[config.mk]
export PLATFORM = sky130hd
export DESIGN_NAME = cpc_fifo_host_ctrl
export DESIGN_NICKNAME = d
export VERILOG_FILES = /design/src/rtl/cpc_fifo_pkg.sv /design/src/rtl/cpc_sync2.sv /design/src/rtl/cpc_fifo_host_ctrl.sv
export SDC_FILE = /design/constraint.sdc
export NUM_CORES = 1
export LEC_CHECK = 0
export BUFFER_PORTS_ARGS = -buffer_cell sky130_fd_sc_hd__buf_2
export CAP_MARGIN = 20
export CORE_MARGIN = 1.5
export CORE_UTILIZATION = 35
export CTS_CLUSTER_DIAMETER = 30
export DETAILED_ROUTE_END_ITERATION = 8
export PLACE_DENSITY = 0.7
export REMOVE_ABC_BUFFERS = 1
export SYNTH_ARGS = -nofsm -noshare
export SYNTH_HDL_FRONTEND = slang
export SYNTH_HIERARCHICAL = 1
export SYNTH_SLANG_ARGS = --single-unit
[constraint.sdc]
create_clock -name CLK -period 4.6 [get_ports CLK]
set_input_delay 0.23 -clock CLK [delete_from_list [all_inputs] [get_ports CLK]]
set_output_delay 0.23 -clock CLK [all_outputs]
set_load 0.01 [all_outputs]
[src/rtl/cpc_fifo_pkg.sv]
// Shared types and constants for the CPC<->Pi FIFO host controller.
`timescale 1ns/1ps
package cpc_fifo_pkg;

   // Sequencer states
   typedef enum logic [2:0] {
      S_IDLE,
      S_WR_SI,
      S_RD_OE,
      S_RD_SOB,
      S_ST_RD,
      S_RST,
      S_HOLD
   } state_t;

   // Status byte bit positions
   localparam int ST_DOR = 0;
   localparam int ST_DIR = 1;
   localparam int ST_OVF = 2;
   localparam int ST_UNF = 3;

   // Value of A0 selecting each port of the window
   localparam logic PORT_DATA = 1'b0;
   localparam logic PORT_CTRL = 1'b1;

   // Control register bits
   localparam int CTL_MR  = 0;
   localparam int CTL_CLR = 1;

   // Largest of three counts, used to size the shared down-counter
   function automatic int max3(input int a, input int b, input int c);
      int m;
      m = a;
      if (b > m) m = b;
      if (c > m) m = c;
      return m;
   endfunction

   // Assemble the status byte from the flags
   function automatic logic [7:0] status_byte(input logic unf, input logic ovf,
                                              input logic dir, input logic dor);
      logic [7:0] s;
      s         = 8'h00;
      s[ST_UNF] = unf;
      s[ST_OVF] = ovf;
      s[ST_DIR] = dir;
      s[ST_DOR] = dor;
      return s;
   endfunction

endpackage

[src/rtl/cpc_sync2.sv]
// Two-flop synchroniser for the asynchronous FIFO ready flags.
`timescale 1ns/1ps
module cpc_sync2 (
   input  logic clk,
   input  logic rst,
   input  logic d,
   output logic q
);

   logic meta;

   // Two back-to-back flops, both cleared by reset
   always_ff @(posedge clk or posedge rst) begin
      if (rst) begin
         meta <= 1'b0;
         q    <= 1'b0;
      end else begin
         meta <= d;
         q    <= meta;
      end
   end

endmodule

[src/rtl/cpc_fifo_host_ctrl.sv]
// Host-side sequencer for the CPC<->Pi FIFO link: decodes Z80 I/O cycles
// to a two-port window and generates the 40105 shift/control strobes.
//
// Strobe timing: every strobe is registered and appears one CLK after the
// access is sampled in IDLE. Timed strobes load the shared counter with
// N-1 on entry (the entry cycle is the first of N) and drop when it is 0.
// After a reset the counter starts at MR_CYCLES, so fifo_mr stays high for
// MR_CYCLES clocks after release on top of the reset time itself.
`timescale 1ns/1ps
module cpc_fifo_host_ctrl
   import cpc_fifo_pkg::*;
#(
   parameter logic [15:0] PORT_BASE  = 16'hFD80,
   parameter int          SI_CYCLES  = 2,
   parameter int          SOB_CYCLES = 2,
   parameter int          MR_CYCLES  = 4
) (
   input  logic        CLK,
   input  logic        RESET,
   input  logic [15:0] addr,
   input  logic [7:0]  din,
   input  logic        iorq_b,
   input  logic        rd_b,
   input  logic        wr_b,
   input  logic        m1_b,
   input  logic        fifo_dir,
   input  logic        fifo_dor,
   output logic        fifo_si,
   output logic        fifo_sob,
   output logic        fifo_oeb,
   output logic        fifo_mr,
   output logic [7:0]  dout,
   output logic        dout_en
);

   localparam int CNT_MAX = max3(SI_CYCLES, SOB_CYCLES, MR_CYCLES);
   localparam int CW      = $clog2(CNT_MAX + 1);

   state_t          state;
   logic [CW-1:0]   cnt;
   logic            ovf;
   logic            unf;
   logic            dir_s;
   logic            dor_s;

   logic            hit;
   logic            access;
   logic            is_read;
   logic            sel_ctrl;
   logic            rd_active;
   logic            unused_din;

   cpc_sync2 u_sync_dir (.clk(CLK), .rst(RESET), .d(fifo_dir), .q(dir_s));
   cpc_sync2 u_sync_dor (.clk(CLK), .rst(RESET), .d(fifo_dor), .q(dor_s));

   // Bus decode; INTACK (iorq_b and m1_b both low) is never an access
   assign hit        = (addr[15:1] == PORT_BASE[15:1]);
   assign access     = !iorq_b && m1_b && hit && (!rd_b || !wr_b);
   assign is_read    = !rd_b;              // rd_b and wr_b both low reads
   assign sel_ctrl   = (addr[0] == PORT_CTRL);
   assign rd_active  = !iorq_b && !rd_b;
   assign unused_din = ^din[7:2];

   // Sequencer FSM with registered strobes, sticky flags and shared counter
   always_ff @(posedge CLK or posedge RESET) begin
      if (RESET) begin
         state    <= S_RST;
         cnt      <= CW'(MR_CYCLES);
         fifo_si  <= 1'b0;
         fifo_sob <= 1'b1;
         fifo_oeb <= 1'b1;
         fifo_mr  <= 1'b1;
         dout_en  <= 1'b0;
         dout     <= 8'h00;
         ovf      <= 1'b0;
         unf      <= 1'b0;
      end else begin
         case (state)
            S_IDLE: begin
               if (access) begin
                  if (is_read) begin
                     if (sel_ctrl == PORT_DATA) begin
                        if (dor_s) begin
                           fifo_oeb <= 1'b0;
                           state    <= S_RD_OE;
                        end else begin
                           unf   <= 1'b1;
                           state <= S_HOLD;
                        end
                     end else begin
                        dout    <= status_byte(unf, ovf, dir_s, dor_s);
                        dout_en <= 1'b1;
                        state   <= S_ST_RD;
                     end
                  end else begin
                     if (sel_ctrl == PORT_DATA) begin
                        if (dir_s) begin
                           fifo_si <= 1'b1;
                           cnt     <= CW'(SI_CYCLES - 1);
                           state   <= S_WR_SI;
                        end else begin
                           ovf   <= 1'b1;
                           state <= S_HOLD;
                        end
                     end else if (din[CTL_MR]) begin
                        fifo_mr <= 1'b1;
                        cnt     <= CW'(MR_CYCLES - 1);
                        state   <= S_RST;
                     end else begin
                        if (din[CTL_CLR]) begin
                           ovf <= 1'b0;
                           unf <= 1'b0;
                        end
                        state <= S_HOLD;
                     end
                  end
               end
            end

            S_WR_SI: begin
               if (cnt != '0) begin
                  cnt <= cnt - CW'(1);
               end else begin
                  fifo_si <= 1'b0;
                  state   <= S_HOLD;
               end
            end

            S_RD_OE: begin
               if (!rd_active) begin
                  fifo_oeb <= 1'b1;
                  fifo_sob <= 1'b0;
                  cnt      <= CW'(SOB_CYCLES - 1);
                  state    <= S_RD_SOB;
               end
            end

            S_RD_SOB: begin
               if (cnt != '0) begin
                  cnt <= cnt - CW'(1);
               end else begin
                  fifo_sob <= 1'b1;
                  state    <= S_IDLE;
               end
            end

            S_ST_RD: begin
               if (!rd_active) begin
                  dout_en <= 1'b0;
                  ovf     <= 1'b0;
                  unf     <= 1'b0;
                  state   <= S_IDLE;
               end
            end

            S_RST: begin
               if (cnt != '0) begin
                  cnt <= cnt - CW'(1);
               end else begin
                  fifo_mr <= 1'b0;
                  state   <= S_HOLD;
               end
            end

            S_HOLD: begin
               if (iorq_b) state <= S_IDLE;
            end

            default: state <= S_IDLE;
         endcase
      end
   end

endmodule

* Word-level counts from Yosys, hierarchy flattened
Cells that the tools add are included.
Widths: inputs -> output; s select.
** Word-level totals
- Register bits after elaboration :: 21
- Logic and storage cells :: 135
- Output and inout port bits :: 13
- Memories :: 0
- Input port bits :: 32
- Latch bits :: 0
- Bits in read-only memories :: 0
- RAM bits :: 0
** Cells by class
- Multipliers :: 0
- Reductions and logical operators :: 28
- Add/sub/neg operators :: 1
- Equality and inequality tests :: 33
- Div/mod/pow operators :: 0
- Bitwise logic cells :: 1
- Multiplexer cells :: 58
- Order comparisons :: 0
- Shifts and indexed selects :: 0
** Operators with widths (number)
- $mux 3 :: 18
- $mux 1 :: 30
- $ne 3x3->1 const B :: 9
- $ne 2x2->1 const B :: 13
- $reduce_and 6->1 :: 4
- $pmux 3 s6 :: 1
- $eq 15x15->1 const B :: 1
- $pmux 1 s2 :: 7
- $reduce_and 7->1 :: 2
- $reduce_bool 2->1 :: 5
- $eq 3x3->1 const B :: 3
- $pmux 3 s3 :: 1
- $reduce_and 8->1 :: 1
- $eq 3x2->1 const B :: 2
- $ne 2x1->1 const B :: 3
- $reduce_bool 3->1 :: 2
- $reduce_and 5->1 :: 1
- $logic_and 1x1->1 :: 4
- $reduce_and 4->1 :: 1
- $eq 3x1->1 const B :: 1
- $logic_not 1->1 :: 3
- $logic_not 3->1 :: 1
- $ne 3x2->1 const B :: 1
- $reduce_and 3->1 :: 1
- 6 further kinds :: 6

* Longest topological paths before layout
- Depth in word-level cells :: 6
- Gate-level depth with buffers :: 6

* By module
Netlist, hierarchy kept.
** By module, submodules not included
- cpc_fifo_host_ctrl :: instances 1, cells each 113, area each 1074.8 um^2
- cpc_sync2 :: instances 2, cells each 3, area each 53.8 um^2

* Worst setup path after synthesis
Ideal clock, no wire load.
- Path type :: register to register
- From :: register state[2]
- To :: register state[1]
- Clock period less this slack :: 1825 ps
- Setup slack :: 2775 ps
- Required time :: 4475 ps
- Cell stages (with the launch flop) :: 6
- Arrival time :: 1700 ps
- Cell sequence :: dfstp_2 > buf_2 > inv_1 > or4_1 > nand3b_4 > mux2_4
** Between the ends
- Cells in the longest elaborated chain, start to end :: 4
** Ends and longest elaborated chain
- from (decl) :: line cpc_fifo_host_ctrl.sv:39 : state_t state;
- from (signal assigned) :: line cpc_fifo_host_ctrl.sv:67 : state <= S_RST;
- from (signal assigned) :: line cpc_fifo_host_ctrl.sv:85 : state <= S_RD_OE;
- from (signal assigned) :: line cpc_fifo_host_ctrl.sv:88 : state <= S_HOLD;
- $eq 3x3->1 / $eq 3x1->1 (equally long branches) :: line cpc_fifo_host_ctrl.sv:78 : case (state)
- $reduce_or 2->1 (no source line)
- $ne 2x2->1 (no source line)
- $reduce_and 6->1 (no source line)
Several ways; a longest one is shown, not always the timed one.
A chain may end at the register's enable or synchronous reset.

* Final worst setup path
- From :: register state[1]
- To :: register dout[0]
** Between the ends
- Cells in the longest elaborated chain, start to end :: 2
** Ends and longest elaborated chain
- $logic_not 3->1 :: line cpc_fifo_host_ctrl.sv:78
- $reduce_and 4->1 (no source line)
- to (signal assigned) :: line cpc_fifo_host_ctrl.sv:91 : dout <= status_byte(unf, ovf, dir_s, dor_s);
- to (decl) :: line cpc_fifo_host_ctrl.sv:32 : output logic [7:0] dout,
Every way passes these cells.

==> results_dict.tcl <==
set metrics [dict create \
    outcome "finished clean" \
    globalplace.congestion 0.8225 \
    tns_ps 0 \
    ant_nets 0 \
    slew_viol_final 0 \
    leakage_nw 0.6922 \
    fmax_ghz 0.5237 \
    drt_wl_total_um 2437 \
    rows 20 \
    cts_sinks 21 \
    postPlaceCellArea_mm2 0.001368 \
    worstPathArrival_ps 2110 \
    finalClockSkew_ps 2.931 \
    area_growth_pct 18.84 \
    ys_types 41 \
    synthSimpleGateAreaFrac_pct 21.16 \
    slowest_stage "dfrtp_1" \
    via_per_inst 5.010 \
    dieArea_mm2 0.003736 \
    synth_ff_type "dfrtp_1" \
    synthCells 119 \
    cts_buffers 3 \
    drt_iter0_drc 26 \
    hold_violations 0 \
    stdcell_area_mm2 0.001405 \
    tritoncts "done" \
    wire_per_inst_um 12.43 \
    hold_class "primary input to register" \
    ys_warn_count 6 \
    power_switching_uw 239.7 \
    fin_hold_ws_ps 19.35 \
    grt_setup_unrepaired "false" \
    io_pins 45 \
    firstDrtPassIters 4 \
    start_kind "register" \
    critPathTopFamily "simple AND/OR/NAND/NOR gates" \
    reg_top3 "dout: 4 flops, cnt: 3 flops, state: 3 flops" \
    grt_pass1_wl_um 3815 \
    power.share.clock_pct 13.6 \
    p_int_uw 405.4 \
    cp_cell_sequence "nor3_1 -> nand3_1 -> nor2_1 -> nand2_1 -> mux2_2" \
    power_frac_comb_pct 42.2 \
    slowest_delay_ps 490 \
    power_density_mw_per_mm2 459.1 \
    synth_xor_area_share_pct 0 \
    drv_cap 0 \
    path_buf_inv 0 \
    path_max_fanout 10 \
    nets 187 \
    ir_worst_vdd_mv 0.2928 \
    final_layout_size_suffix_gt1_share_pct 37.50 \
    layout_min_cycle_time_ps 1910 \
    synth_edf_count 0 \
    endpoint_kind "register" \
    path_class "register to register" \
    syn_area_per_cell_um2 9.936 \
    drc 0 \
    cts_htree_levels 1 \
    clk_pin_slew_ps 110 \
    insertedDiodeCount 0 \
    core-area_mm2 0.003128 \
    worstMarginPinSlew_ps 639.6 \
    clockBufferDepth 2 \
    relSlewSlack_pct 57.31 \
    die_x_um 61.12 \
    setup_violations 0 \
    power_frac_seq_pct 44.1 \
    largest_register_ffs 4 \
    gr-total-overflow 0 \
    io_buffers 34 \
    synth_adder_area_share_pct 2.116 \
    mostFrequentLayoutCells "34 x buf_2, 15 x dfrtp_1, 11 x nand2_1" \
    synth_area_mm2 0.001182 \
    swShare_pct 37.16 \
    final_common_cell "buf_2" \
    fin_crit_sh_pct 41.51 \
    die_y_um 61.12 \
    grt_usage_pct 13.87 \
    clockRootBuffer "clkbuf_4" \
    ys_ff_latch 21 \
    muxShareOfSynthArea_pct 9.947 \
    start_util_pct 37.80 \
    grt_max_degree 18 \
    synth_compound_area_share_pct 14.18 \
    grt_pass1_vias 875 \
    clk_latency_ps 300 \
    synth_top_family_by_area "simple AND/OR/NAND/NOR gates" \
    async_reset_ff_share_pct 100.0 \
    dp_hpwl_um 1904 \
    worstPathRequired_ps 4800 \
    ys_seq_area_share_pct 45.08 \
    via_count 982 \
    largest_register "dout" \
    antenna_found_initial 0 \
]
==> cells in the mapped netlist (2+ instances only) <==
master	number	area, um2
o21ai_0	3	15.01
dfrtp_1	15	375.4
dfstp_2	6	157.7
and3b_1	2	17.52
inv_1	9	33.78
nand2_1	11	41.29
a31oi_1	4	25.02
nor3_1	3	15.01
mux2_2	6	67.56
mux2i_1	2	20.02
nor2b_1	3	18.77
a21oi_1	7	35.03
o21a_1	2	15.01
nand3_1	2	10.01
buf_2	2	10.01
nor2_1	10	37.54
buf_4	4	30.03
mux2_4	2	30.03
ha_1	2	25.02
clkbuf_1	3	11.26
==> through the flow <==
stage                     util, %  cells  setup WS (ps)  power (mW)
after floorplan                 -    113           2856      0.4905
after global placement      43.72    191           2740      0.5450
after detailed placement    43.72    191           2693      0.5608
after CTS                   44.92    196           2712      0.6511
after global routing        44.92    196           2450      0.6998
final                       44.92    196           2690      0.6450
==> final cells by class <==
class                      count  area (um2)
fill                         339        1723
clock inverter                 1       5.005
inverter                       9       33.78
timing repair buffer          35       180.2
clock buffer                   3       22.52
multi-input combinational     83       575.6
tap                           44       55.05
sequential                    21       533.0
==> routing by layer <==
| layer | vias to the layer above | global-route usage (%) | wire length, um |
|---|---|---|---|
| met1 | 446 | 18.71 | 1194 |
| met4 | 0 | 4.658 | 27 |
| met2 | 49 | 22.49 | 1030 |
| li1 | 482 | - | - |
| met5 | - | 0 | 0 |
| met3 | 5 | 2.521 | 184 |
==> kinds of logic after synthesis <==
family	count (synthesis)
simple gates	42
mux	10
compound gates	25
buf+inv	18
other cells	1
flops	21
fa+ha+maj	2
==> power groups by stage <==
stage | clock network [mW] | logic [mW] | registers [mW]
after floorplan | 0 | 0.213 | 0.278
after global placement | 0 | 0.259 | 0.286
after detailed placement | 0 | 0.272 | 0.289
after CTS | 0.0919 | 0.274 | 0.285
after global routing | 0.0999 | 0.306 | 0.294
final | 0.0880 | 0.272 | 0.285
==> what timing repair did <==
item / 4_1_cts / 5_1_grt
hold buffers: 1 / 0
buffers inserted: 0 / 0
resized for setup: 0 / 0
endpoints found under the hold margin: 4 / 0
==> final timing paths <==
check                                     start              end  slack, ps  cells past startpoint
worst max-delay path                   state[1]          dout[0]       2690                      5
worst min-delay path                   fifo_dor  u_sync_dor/meta         20                      1
worst max register to register         state[1]          dout[0]       2690                      5
worst min register to register  u_sync_dor/meta     u_sync_dor/q        370                      0
max in group asynchronous                 RESET         state[1]       3640                      3
min in group asynchronous                 RESET  u_sync_dir/meta        310                      3
(Power assumes the default switching activity.)
